<file path="src/rtl/cdu_count_requester_pkg.sv">
`default_nettype none
// ============================================================================
// Module  : cdu_req_pkg
// Purpose : Shared types and helpers for the CDU counter-increment requester.
//           Holds the request state encoding, the latched direction values
//           and a saturating signed add used for the backlog update.
// Ports   : none (package)
// Revision: 1.0 - initial release
// ============================================================================
package cdu_req_pkg;

   // Request state machine encoding
   typedef logic [1:0] state_t;
   localparam state_t c_st_idle    = 2'd0;
   localparam state_t c_st_req     = 2'd1;
   localparam state_t c_st_release = 2'd2;

   // Direction latched when a request is raised
   localparam logic c_dir_plus  = 1'b0;
   localparam logic c_dir_minus = 1'b1;

   typedef struct packed {
      logic signed [31:0] value;
      logic               dropped;
   } sat_result_t;

   // Adds delta to base unless the sum leaves [-limit, +limit]. When it
   // would, the delta is discarded (reported through 'dropped' only if
   // there was a nonzero delta to lose) and base itself is clamped, which
   // covers a retire that pushed base one step past the limit.
   function automatic sat_result_t sat_add(
      input logic signed [31:0] base,
      input logic signed [31:0] delta,
      input logic signed [31:0] limit
   );
      sat_result_t        r;
      logic signed [31:0] sum;
      sum       = base + delta;
      r.value   = sum;
      r.dropped = 1'b0;
      if ((sum > limit) || (sum < -limit)) begin
         r.dropped = (delta != 32'sd0);
         if (base > limit) begin
            r.value = limit;
         end else if (base < -limit) begin
            r.value = -limit;
         end else begin
            r.value = base;
         end
      end
      return r;
   endfunction

endpackage
`default_nettype wire

</file>
<file path="src/rtl/cdu_count_requester_if.sv">
`default_nettype none
// ============================================================================
// Module  : cdu_count_requester_if
// Purpose : AGC-facing counter request bus.
// Signals : PCDU     - plus-count request     (requester -> AGC)
//           MCDU     - minus-count request    (requester -> AGC)
//           CDUSTB_n - acknowledge strobe, active-low, asynchronous level
//                                             (AGC -> requester)
//           GOJAM    - AGC restart, synchronous clear (AGC -> requester)
// Modports: master - the requester; slave - the AGC side.
// Revision: 1.0 - initial release
// ============================================================================
interface cdu_count_requester_if;
   logic PCDU;
   logic MCDU;
   logic CDUSTB_n;
   logic GOJAM;

   modport master (
      output PCDU,
      output MCDU,
      input  CDUSTB_n,
      input  GOJAM
   );

   modport slave (
      input  PCDU,
      input  MCDU,
      output CDUSTB_n,
      output GOJAM
   );
endinterface
`default_nettype wire

</file>
<file path="src/rtl/cdu_count_requester_strobe_edge_det.sv">
`default_nettype none
// ============================================================================
// Module  : strobe_edge_det
// Purpose : Brings an asynchronous active-low strobe into the clock domain
//           through two flops and flags its falling edge. Flops preset to 1
//           so a strobe idling high produces no spurious edge out of reset.
// Ports   : clk           - clock, rising edge
//           rst_n         - asynchronous active-low reset
//           i_strobe_n    - asynchronous active-low strobe
//           o_strobe_sync - synchronized strobe level
//           o_fall        - one-cycle pulse: synchronized strobe went 1 -> 0
// Revision: 1.0 - initial release
// ============================================================================
module strobe_edge_det (
   input  wire logic clk,
   input  wire logic rst_n,
   input  wire logic i_strobe_n,
   output logic      o_strobe_sync,
   output logic      o_fall
);

   logic r_meta;
   logic r_sync;
   logic r_prev;

   always_ff @(posedge clk or negedge rst_n) begin
      if (!rst_n) begin
         r_meta <= 1'b1;
         r_sync <= 1'b1;
         r_prev <= 1'b1;
      end else begin
         r_meta <= i_strobe_n;
         r_sync <= r_meta;
         r_prev <= r_sync;
      end
   end

   assign o_strobe_sync = r_sync;
   assign o_fall        = r_prev & ~r_sync;

endmodule
`default_nettype wire

</file>
<file path="src/rtl/cdu_count_requester.sv">
`default_nettype none
// ============================================================================
// Module  : cdu_count_requester
// Purpose : External-device side of the AGC counter-increment interface.
//           Accumulates encoder up/down pulses into a signed backlog and
//           presents one PCDU (plus) or MCDU (minus) request at a time,
//           retiring it on the AGC's CDUSTB_n acknowledge strobe.
// Ports   : CLOCK     - system clock, rising edge
//           SIM_RST   - asynchronous active-low reset
//           UP_PULSE  - one-cycle encoder increment pulse
//           DN_PULSE  - one-cycle encoder decrement pulse
//           ERR_CLR   - synchronous clear of the sticky error flags
//           agc       - AGC bus (PCDU, MCDU out; CDUSTB_n, GOJAM in)
//           BACKLOG   - signed pending count, two's complement
//           OVF_ERR   - sticky, a pulse was dropped at saturation
//           TMO_ERR   - sticky, a request waited ACK_TIMEOUT cycles
//           BUSY      - state machine is not idle
// Revision: 1.0 - initial release
// ============================================================================
module cdu_count_requester
   import cdu_req_pkg::*;
#(
   parameter int BACKLOG_W   = 8,
   parameter int ACK_TIMEOUT = 255
) (
   input  wire logic                    CLOCK,
   input  wire logic                    SIM_RST,
   input  wire logic                    UP_PULSE,
   input  wire logic                    DN_PULSE,
   input  wire logic                    ERR_CLR,
   cdu_count_requester_if.master        agc,
   output logic signed [BACKLOG_W-1:0] BACKLOG,
   output logic                         OVF_ERR,
   output logic                         TMO_ERR,
   output logic                         BUSY
);

   localparam logic signed [31:0] c_limit =
      (32'sd1 <<< (BACKLOG_W - 1)) - 32'sd1;
   localparam int                 c_tmo_w   = $clog2(ACK_TIMEOUT + 1);
   localparam logic [c_tmo_w-1:0] c_tmo_max = c_tmo_w'(ACK_TIMEOUT);
   localparam logic [c_tmo_w-1:0] c_tmo_pre = c_tmo_w'(ACK_TIMEOUT - 1);

   // Registered state
   state_t                      r_state;
   logic                        r_pcdu;
   logic                        r_mcdu;
   logic                        r_dir;
   logic [c_tmo_w-1:0]          r_tmo_cnt;
   logic signed [BACKLOG_W-1:0] r_backlog;
   logic                        r_ovf;
   logic                        r_tmo;

   // Next-state and helper terms
   state_t                      w_state_nxt;
   logic                        w_pcdu_nxt;
   logic                        w_mcdu_nxt;
   logic                        w_dir_nxt;
   logic [c_tmo_w-1:0]          w_tmo_cnt_nxt;
   logic signed [BACKLOG_W-1:0] w_backlog_nxt;
   logic signed [31:0]          w_retire;
   logic signed [31:0]          w_pulse;
   logic signed [31:0]          w_base;
   sat_result_t                 w_sat;
   logic                        w_tmo_set;
   logic                        w_ovf_set;
   logic                        w_stb_sync;
   logic                        w_ack;

   strobe_edge_det u_stb (
      .clk           (CLOCK),
      .rst_n         (SIM_RST),
      .i_strobe_n    (agc.CDUSTB_n),
      .o_strobe_sync (w_stb_sync),
      .o_fall        (w_ack)
   );

   // Request sequencing
   always_comb begin
      w_state_nxt   = r_state;
      w_pcdu_nxt    = r_pcdu;
      w_mcdu_nxt    = r_mcdu;
      w_dir_nxt     = r_dir;
      w_tmo_cnt_nxt = r_tmo_cnt;
      w_retire      = 32'sd0;
      w_tmo_set     = 1'b0;

      if (agc.GOJAM) begin
         // Restart: drop everything, but do not re-enter IDLE while the
         // AGC is still holding its strobe low.
         w_pcdu_nxt    = 1'b0;
         w_mcdu_nxt    = 1'b0;
         w_tmo_cnt_nxt = '0;
         w_state_nxt   = w_stb_sync ? c_st_idle : c_st_release;
      end else begin
         case (r_state)
            c_st_idle: begin
               if (r_backlog > $signed({BACKLOG_W{1'b0}})) begin
                  w_pcdu_nxt    = 1'b1;
                  w_dir_nxt     = c_dir_plus;
                  w_tmo_cnt_nxt = '0;
                  w_state_nxt   = c_st_req;
               end else if (r_backlog < $signed({BACKLOG_W{1'b0}})) begin
                  w_mcdu_nxt    = 1'b1;
                  w_dir_nxt     = c_dir_minus;
                  w_tmo_cnt_nxt = '0;
                  w_state_nxt   = c_st_req;
               end
            end

            c_st_req: begin
               if (w_ack) begin
                  // Retire against the direction latched at request time,
                  // regardless of what the backlog has done since.
                  w_pcdu_nxt    = 1'b0;
                  w_mcdu_nxt    = 1'b0;
                  w_retire      = (r_dir == c_dir_plus) ? 32'sd1 : -32'sd1;
                  w_tmo_cnt_nxt = '0;
                  w_state_nxt   = c_st_release;
               end else begin
                  if (r_tmo_cnt != c_tmo_max) begin
                     w_tmo_cnt_nxt = r_tmo_cnt + c_tmo_w'(1);
                  end
                  // Flag on the edge the counter lands on ACK_TIMEOUT and
                  // every cycle it stays there; the request keeps going.
                  if (r_tmo_cnt >= c_tmo_pre) begin
                     w_tmo_set = 1'b1;
                  end
               end
            end

            c_st_release: begin
               if (w_stb_sync) begin
                  w_state_nxt = c_st_idle;
               end
            end

            default: begin
               w_pcdu_nxt    = 1'b0;
               w_mcdu_nxt    = 1'b0;
               w_tmo_cnt_nxt = '0;
               w_state_nxt   = c_st_idle;
            end
         endcase
      end
   end

   // Backlog arithmetic: simultaneous up/down cancel before saturation is
   // considered, so they can never raise an overflow.
   always_comb begin
      if (UP_PULSE && !DN_PULSE) begin
         w_pulse = 32'sd1;
      end else if (DN_PULSE && !UP_PULSE) begin
         w_pulse = -32'sd1;
      end else begin
         w_pulse = 32'sd0;
      end
      w_base    = 32'(r_backlog) - w_retire;
      w_sat     = sat_add(w_base, w_pulse, c_limit);
      w_ovf_set = w_sat.dropped & ~agc.GOJAM;
      if (agc.GOJAM) begin
         w_backlog_nxt = '0;
      end else begin
         w_backlog_nxt = BACKLOG_W'(w_sat.value);
      end
   end

   always_ff @(posedge CLOCK or negedge SIM_RST) begin
      if (!SIM_RST) begin
         r_state   <= c_st_idle;
         r_pcdu    <= 1'b0;
         r_mcdu    <= 1'b0;
         r_dir     <= c_dir_plus;
         r_tmo_cnt <= '0;
         r_backlog <= '0;
         r_ovf     <= 1'b0;
         r_tmo     <= 1'b0;
      end else begin
         r_state   <= w_state_nxt;
         r_pcdu    <= w_pcdu_nxt;
         r_mcdu    <= w_mcdu_nxt;
         r_dir     <= w_dir_nxt;
         r_tmo_cnt <= w_tmo_cnt_nxt;
         r_backlog <= w_backlog_nxt;
         // A set in the same cycle as a clear wins.
         r_ovf     <= w_ovf_set | (r_ovf & ~ERR_CLR);
         r_tmo     <= w_tmo_set | (r_tmo & ~ERR_CLR);
      end
   end

   assign agc.PCDU = r_pcdu;
   assign agc.MCDU = r_mcdu;
   assign BACKLOG  = r_backlog;
   assign OVF_ERR  = r_ovf;
   assign TMO_ERR  = r_tmo;
   assign BUSY     = (r_state != c_st_idle);

endmodule
`default_nettype wire

</file>
<file path="src/flat_wrapper.sv">
// flat-port wrapper written by rule: the top's interface ports become plain ports
module cdu_count_requester_flat import cdu_req_pkg::*;
#(
   parameter int BACKLOG_W   = 8,
   parameter int ACK_TIMEOUT = 255
)
  (CLOCK, SIM_RST, UP_PULSE, DN_PULSE, ERR_CLR, BACKLOG, OVF_ERR, TMO_ERR, BUSY, agc_PCDU, agc_MCDU, agc_CDUSTB_n, agc_GOJAM);
  cdu_count_requester_if agc_i ();
  input  wire logic CLOCK;
  input  wire logic SIM_RST;
  input  wire logic UP_PULSE;
  input  wire logic DN_PULSE;
  input  wire logic ERR_CLR;
  output logic signed [BACKLOG_W-1:0] BACKLOG;
  output logic OVF_ERR;
  output logic TMO_ERR;
  output logic BUSY;
  output wire logic [$bits(agc_i.PCDU)-1:0] agc_PCDU;
  output wire logic [$bits(agc_i.MCDU)-1:0] agc_MCDU;
  input wire logic [$bits(agc_i.CDUSTB_n)-1:0] agc_CDUSTB_n;
  input wire logic [$bits(agc_i.GOJAM)-1:0] agc_GOJAM;
  assign agc_PCDU = agc_i.PCDU;
  assign agc_MCDU = agc_i.MCDU;
  assign agc_i.CDUSTB_n = agc_CDUSTB_n;
  assign agc_i.GOJAM = agc_GOJAM;
  cdu_count_requester #(.BACKLOG_W(BACKLOG_W), .ACK_TIMEOUT(ACK_TIMEOUT)) u_core (.CLOCK(CLOCK), .SIM_RST(SIM_RST), .UP_PULSE(UP_PULSE), .DN_PULSE(DN_PULSE), .ERR_CLR(ERR_CLR), .agc(agc_i), .BACKLOG(BACKLOG), .OVF_ERR(OVF_ERR), .TMO_ERR(TMO_ERR), .BUSY(BUSY));
endmodule
</file>
<file path="config.mk">
export PLATFORM = sky130hd
export DESIGN_NAME = cdu_count_requester_flat
export DESIGN_NICKNAME = d
export VERILOG_FILES = /design/src/rtl/cdu_count_requester_pkg.sv /design/src/rtl/cdu_count_requester_if.sv /design/src/rtl/cdu_count_requester_strobe_edge_det.sv /design/src/rtl/cdu_count_requester.sv /design/src/flat_wrapper.sv
export SDC_FILE = /design/constraint.sdc
export NUM_CORES = 1
export LEC_CHECK = 0
export CORE_ASPECT_RATIO = 0.6
export CORE_MARGIN = 8
export CORE_UTILIZATION = 35
export CTS_CLUSTER_DIAMETER = 100
export DETAILED_ROUTE_END_ITERATION = 6
export SYNTH_ARGS = -nofsm -noshare
export SYNTH_HDL_FRONTEND = slang
export SYNTH_HIERARCHICAL = 1
export SYNTH_SLANG_ARGS = --single-unit
</file>
<file path="constraint.sdc">
create_clock -name CLOCK -period 13.3 [get_ports CLOCK]
set_clock_uncertainty 0.2 [all_clocks]
set_input_delay 2.66 -clock CLOCK [delete_from_list [all_inputs] [get_ports CLOCK]]
set_output_delay 2.66 -clock CLOCK [all_outputs]
set_load 0.05 [all_outputs]
</file>
==> reports/qor.yml <==
status: "completed"
coreArea_mm2: 0.0112
cts_max_path_buffers: 2
chipWidth_um: 154
grt_busiest_layer: "met1"
post_cts_hold_buffer_count: 0
drc_errors: 0
grt.total_usage: 0.155
synth_compound_area_frac: 0.298
core.rowCount: 30
globalRouteMet3Util: 0.0441
synthMuxAreaShare: 0.00533
globalRoute.totalOverflow: 0
cts_post_setup_buffers_inserted: 0
timing.setup.critical_path_class: "input port to register"
die_span_y_um: 98.7
antenna_left: 0
clock-root-buffer: "sky130_fd_sc_hd__clkbuf_16"
cts.reportedPaths.clkPinSlew_ns: 0.06
synth_enable_flop_cells: 0
cp_data_arrival_time_ns: 10.59
arithmetic_cell_share_of_the_synthesized_area_counting_full_adders_half_adders_and_majority_gates: 0.192
synth-warning-count: 6
tns_ns: 0
min_path_cells: 0
floorplan.initialDensity: 0.355
yosysSeqAreaShare: 0.164
final_layout_size_suffix_gt1_frac: 0.0535
crit_fanout: 18
final-max-slew-violation-count: 0
globalRouteMet1Util: 0.254
setup.worst_path.end_class: "register"
fillers: 1118
cts_repair_resize_count: 0
via_per_inst: 5.96
clock_insertion_delay_worst_skew_ns: 0.27
ctsHtreeMaxLevel: 1
postSynth.topFlopCell: "sky130_fd_sc_hd__dfrtp_1"
ioPinCount: 20
synth_cells: 510
worst_r2r_path_depth: 27
grt_max_degree: 33
gr-usage-met2: 0.190
syn-num-nets: 571
cp_data_required_time_ns: 13.21
vias_in_the_first_global_route: 3664
synth-async-reset-ratio: 1.00
grt_first_pass_wirelength_um: 19600
num_vias: 3972
count_of_buffers_inserted_at_the_top_level_ports: 19
final_net_count: 585
layout_worst_path_cycle_share: 0.803
cts_tree: "done"
finalHoldViolations: 0
drt_first_pass_iters: 5
finalWorstPathRequiredPeriod_ns: 10.68
finalWirelength_um: 11800
clkSinkCount: 26
rsz0062_at_grt: "no"
synth_xor_area_frac: 0.0505
synth.cell_area_mm2: 0.00399
cts_buf_count: 3
antenna_found_initial: 0
min_path_type: "register to register"
synth_top_family_by_area: "compound AO/OA/AOI/OAI gates"
synth_cell_type_count: 73
drt_iter0_markers: 426
worst_pin_slew_ns: 0.926
detailedPlacementHpwl_um: 9610
max-cap-violations: 0
finalWeightedCongestion: 0.902
design.die.area_mm2: 0.0152
setup_violations: 0
synth_seq_cells: 26
routed_wire_length_per_instance_um: 17.7
critical_path.startpoint_type: "input port"
post_synth_and_or_nand_nor_area_fraction: 0.242
headroom_to_the_max_slew_limit: 0.381
layout-area-overhead-vs-synth_pct: 10.3
num_antenna_cells: 0
post_synth.cell_area_avg_um2: 7.82
fmax_mhz: 93.7
==> cells in the final DEF (no fill, tap or decap), types with 4 or more instances in the layout <==
cell / n
sky130_fd_sc_hd__clkdlybuf4s50_1: 19
sky130_fd_sc_hd__or4_1: 9
sky130_fd_sc_hd__nor3_1: 20
sky130_fd_sc_hd__a21o_1: 7
sky130_fd_sc_hd__ha_1: 42
sky130_fd_sc_hd__nand2b_1: 8
sky130_fd_sc_hd__a21oi_1: 48
sky130_fd_sc_hd__a31oi_1: 6
sky130_fd_sc_hd__nand2_1: 40
sky130_fd_sc_hd__fa_1: 12
sky130_fd_sc_hd__o21ai_0: 45
sky130_fd_sc_hd__nand3_1: 9
sky130_fd_sc_hd__o21bai_1: 4
sky130_fd_sc_hd__dfrtp_1: 23
sky130_fd_sc_hd__nand4_1: 8
sky130_fd_sc_hd__nor4_1: 6
sky130_fd_sc_hd__xnor2_1: 13
sky130_fd_sc_hd__nor2b_1: 6
sky130_fd_sc_hd__o31ai_1: 8
sky130_fd_sc_hd__nor2_1: 34
sky130_fd_sc_hd__inv_1: 35
sky130_fd_sc_hd__and2_1: 4
sky130_fd_sc_hd__a41oi_1: 4
sky130_fd_sc_hd__and3_1: 4
sky130_fd_sc_hd__xor2_1: 10
sky130_fd_sc_hd__a211oi_1: 14
sky130_fd_sc_hd__a21boi_0: 7
sky130_fd_sc_hd__o21a_1: 6
==> per-layer routing <==
| layer | share of wire | up-vias |
|---|---|---|
| li1 | - | 1941 |
| met1 | 0.54 | 1874 |
| met2 | 0.36 | 151 |
| met3 | 0.093 | 6 |
| met4 | 0.0048 | 0 |
| met5 | 0 | - |
==> through the flow <==
step | hold slack (ns) | instance area (um2) | cells | worst slack [ns] | utilization
after detailed placement | 0.148 | 4320 | 663 | 2.53 | 0.385
after CTS | 0.157 | 4400 | 667 | 2.77 | 0.392
after global routing | 0.159 | 4400 | 667 | 1.96 | 0.392
after global placement | 0.146 | 4320 | 663 | 2.56 | 0.385
final | 0.156 | 4400 | 667 | 2.62 | 0.392
after floorplan | 0.145 | 3990 | 510 | 3.99 | -
==> critical path, stage by stage <==
cell                              delay [ns]
sky130_fd_sc_hd__clkdlybuf4s50_1        0.71
sky130_fd_sc_hd__nor3_1                 0.43
sky130_fd_sc_hd__nand2_1                0.63
sky130_fd_sc_hd__ha_1                   0.54
sky130_fd_sc_hd__nor2b_1                0.13
sky130_fd_sc_hd__o21ai_0                0.19
sky130_fd_sc_hd__a21boi_0               0.14
sky130_fd_sc_hd__o21a_1                 0.20
sky130_fd_sc_hd__o21ai_0                0.19
sky130_fd_sc_hd__a21boi_0               0.14
sky130_fd_sc_hd__or2_2                  0.34
sky130_fd_sc_hd__fa_1                   0.37
sky130_fd_sc_hd__inv_1                  0.07
sky130_fd_sc_hd__fa_1                   0.45
sky130_fd_sc_hd__inv_1                  0.08
sky130_fd_sc_hd__ha_1                   0.40
sky130_fd_sc_hd__and3_4                 0.28
sky130_fd_sc_hd__a2111oi_1              0.58
sky130_fd_sc_hd__o21bai_1               0.22
sky130_fd_sc_hd__a31oi_4                0.22
sky130_fd_sc_hd__xor2_1                 0.33
sky130_fd_sc_hd__nor2b_1                0.18
sky130_fd_sc_hd__nand4_1                0.21
sky130_fd_sc_hd__or4_4                  0.64
sky130_fd_sc_hd__a21oi_1                0.17
sky130_fd_sc_hd__a211oi_1               0.08
==> sequential cells by signal, summed over array words and instances (netlist names) <==
signal,cells
u_core/BACKLOG,8
u_core/r_tmo_cnt,8
u_core/r_state,2
u_core/OVF_ERR,1
u_core/TMO_ERR,1
u_core/agc.MCDU,1
u_core/agc.PCDU,1
u_core/r_dir,1
u_core/u_stb/o_strobe_sync,1
u_core/u_stb/r_meta,1
u_core/u_stb/r_prev,1
==> worst paths after layout <==
check,slack [ns],to,startpoint
min,0.16,u_core/u_stb/o_strobe_sync$_DFF_PN1_,u_core/u_stb/r_meta$_DFF_PN1_
min in group asynchronous,2.57,u_core/BACKLOG[4]$_DFF_PN0_,SIM_RST
max,2.62,u_core/BACKLOG[5]$_DFF_PN0_,agc_GOJAM
min reg2reg,0.16,u_core/u_stb/o_strobe_sync$_DFF_PN1_,u_core/u_stb/r_meta$_DFF_PN1_
max reg2reg,5.12,u_core/BACKLOG[5]$_DFF_PN0_,u_core/u_stb/r_prev$_DFF_PN1_
max in group asynchronous,10.03,u_core/u_stb/r_prev$_DFF_PN1_,SIM_RST
==> synthesized netlist by cell type (9+ instances only) <==
cell type | instances | share of area
sky130_fd_sc_hd__o21ai_0 | 45 | 0.056
sky130_fd_sc_hd__nand2_1 | 40 | 0.038
sky130_fd_sc_hd__nor3_1 | 20 | 0.025
sky130_fd_sc_hd__a21oi_1 | 48 | 0.060
sky130_fd_sc_hd__or4_1 | 9 | 0.017
sky130_fd_sc_hd__xor2_1 | 10 | 0.022
sky130_fd_sc_hd__clkbuf_1 | 9 | 0.0085
sky130_fd_sc_hd__ha_1 | 42 | 0.13
sky130_fd_sc_hd__inv_1 | 35 | 0.033
sky130_fd_sc_hd__dfrtp_1 | 23 | 0.14
sky130_fd_sc_hd__fa_1 | 12 | 0.060
sky130_fd_sc_hd__a211oi_1 | 14 | 0.026
sky130_fd_sc_hd__nor2_1 | 34 | 0.032
sky130_fd_sc_hd__nand3_1 | 9 | 0.011
sky130_fd_sc_hd__xnor2_1 | 13 | 0.029
==> cells by family (layout without fill, tap and decap cells) <==
logic type               count (synthesis)  in the layout
AO/OA/AOI/OAI                          181            181
AND/OR/NAND/NOR                        176            176
adder cells (fa/ha/maj)                 54             54
buffers and inverters                   48             61
flip-flops                              26             26
XOR/XNOR                                23             23
multiplexers                             2              2
==> cell type report <==
cell class,instances,area [um2],share of cell area
clock buffers,4,78.8,0.0179
inverters,35,131,0.0299
flip-flops and latches,26,654,0.149
repair buffers,22,213,0.0483
multi-input cells,436,3140,0.714
well taps,144,180,0.0409
Power is not shown: default switching activity piles up to over one toggle a cycle in this logic, so the estimate is an artifact.
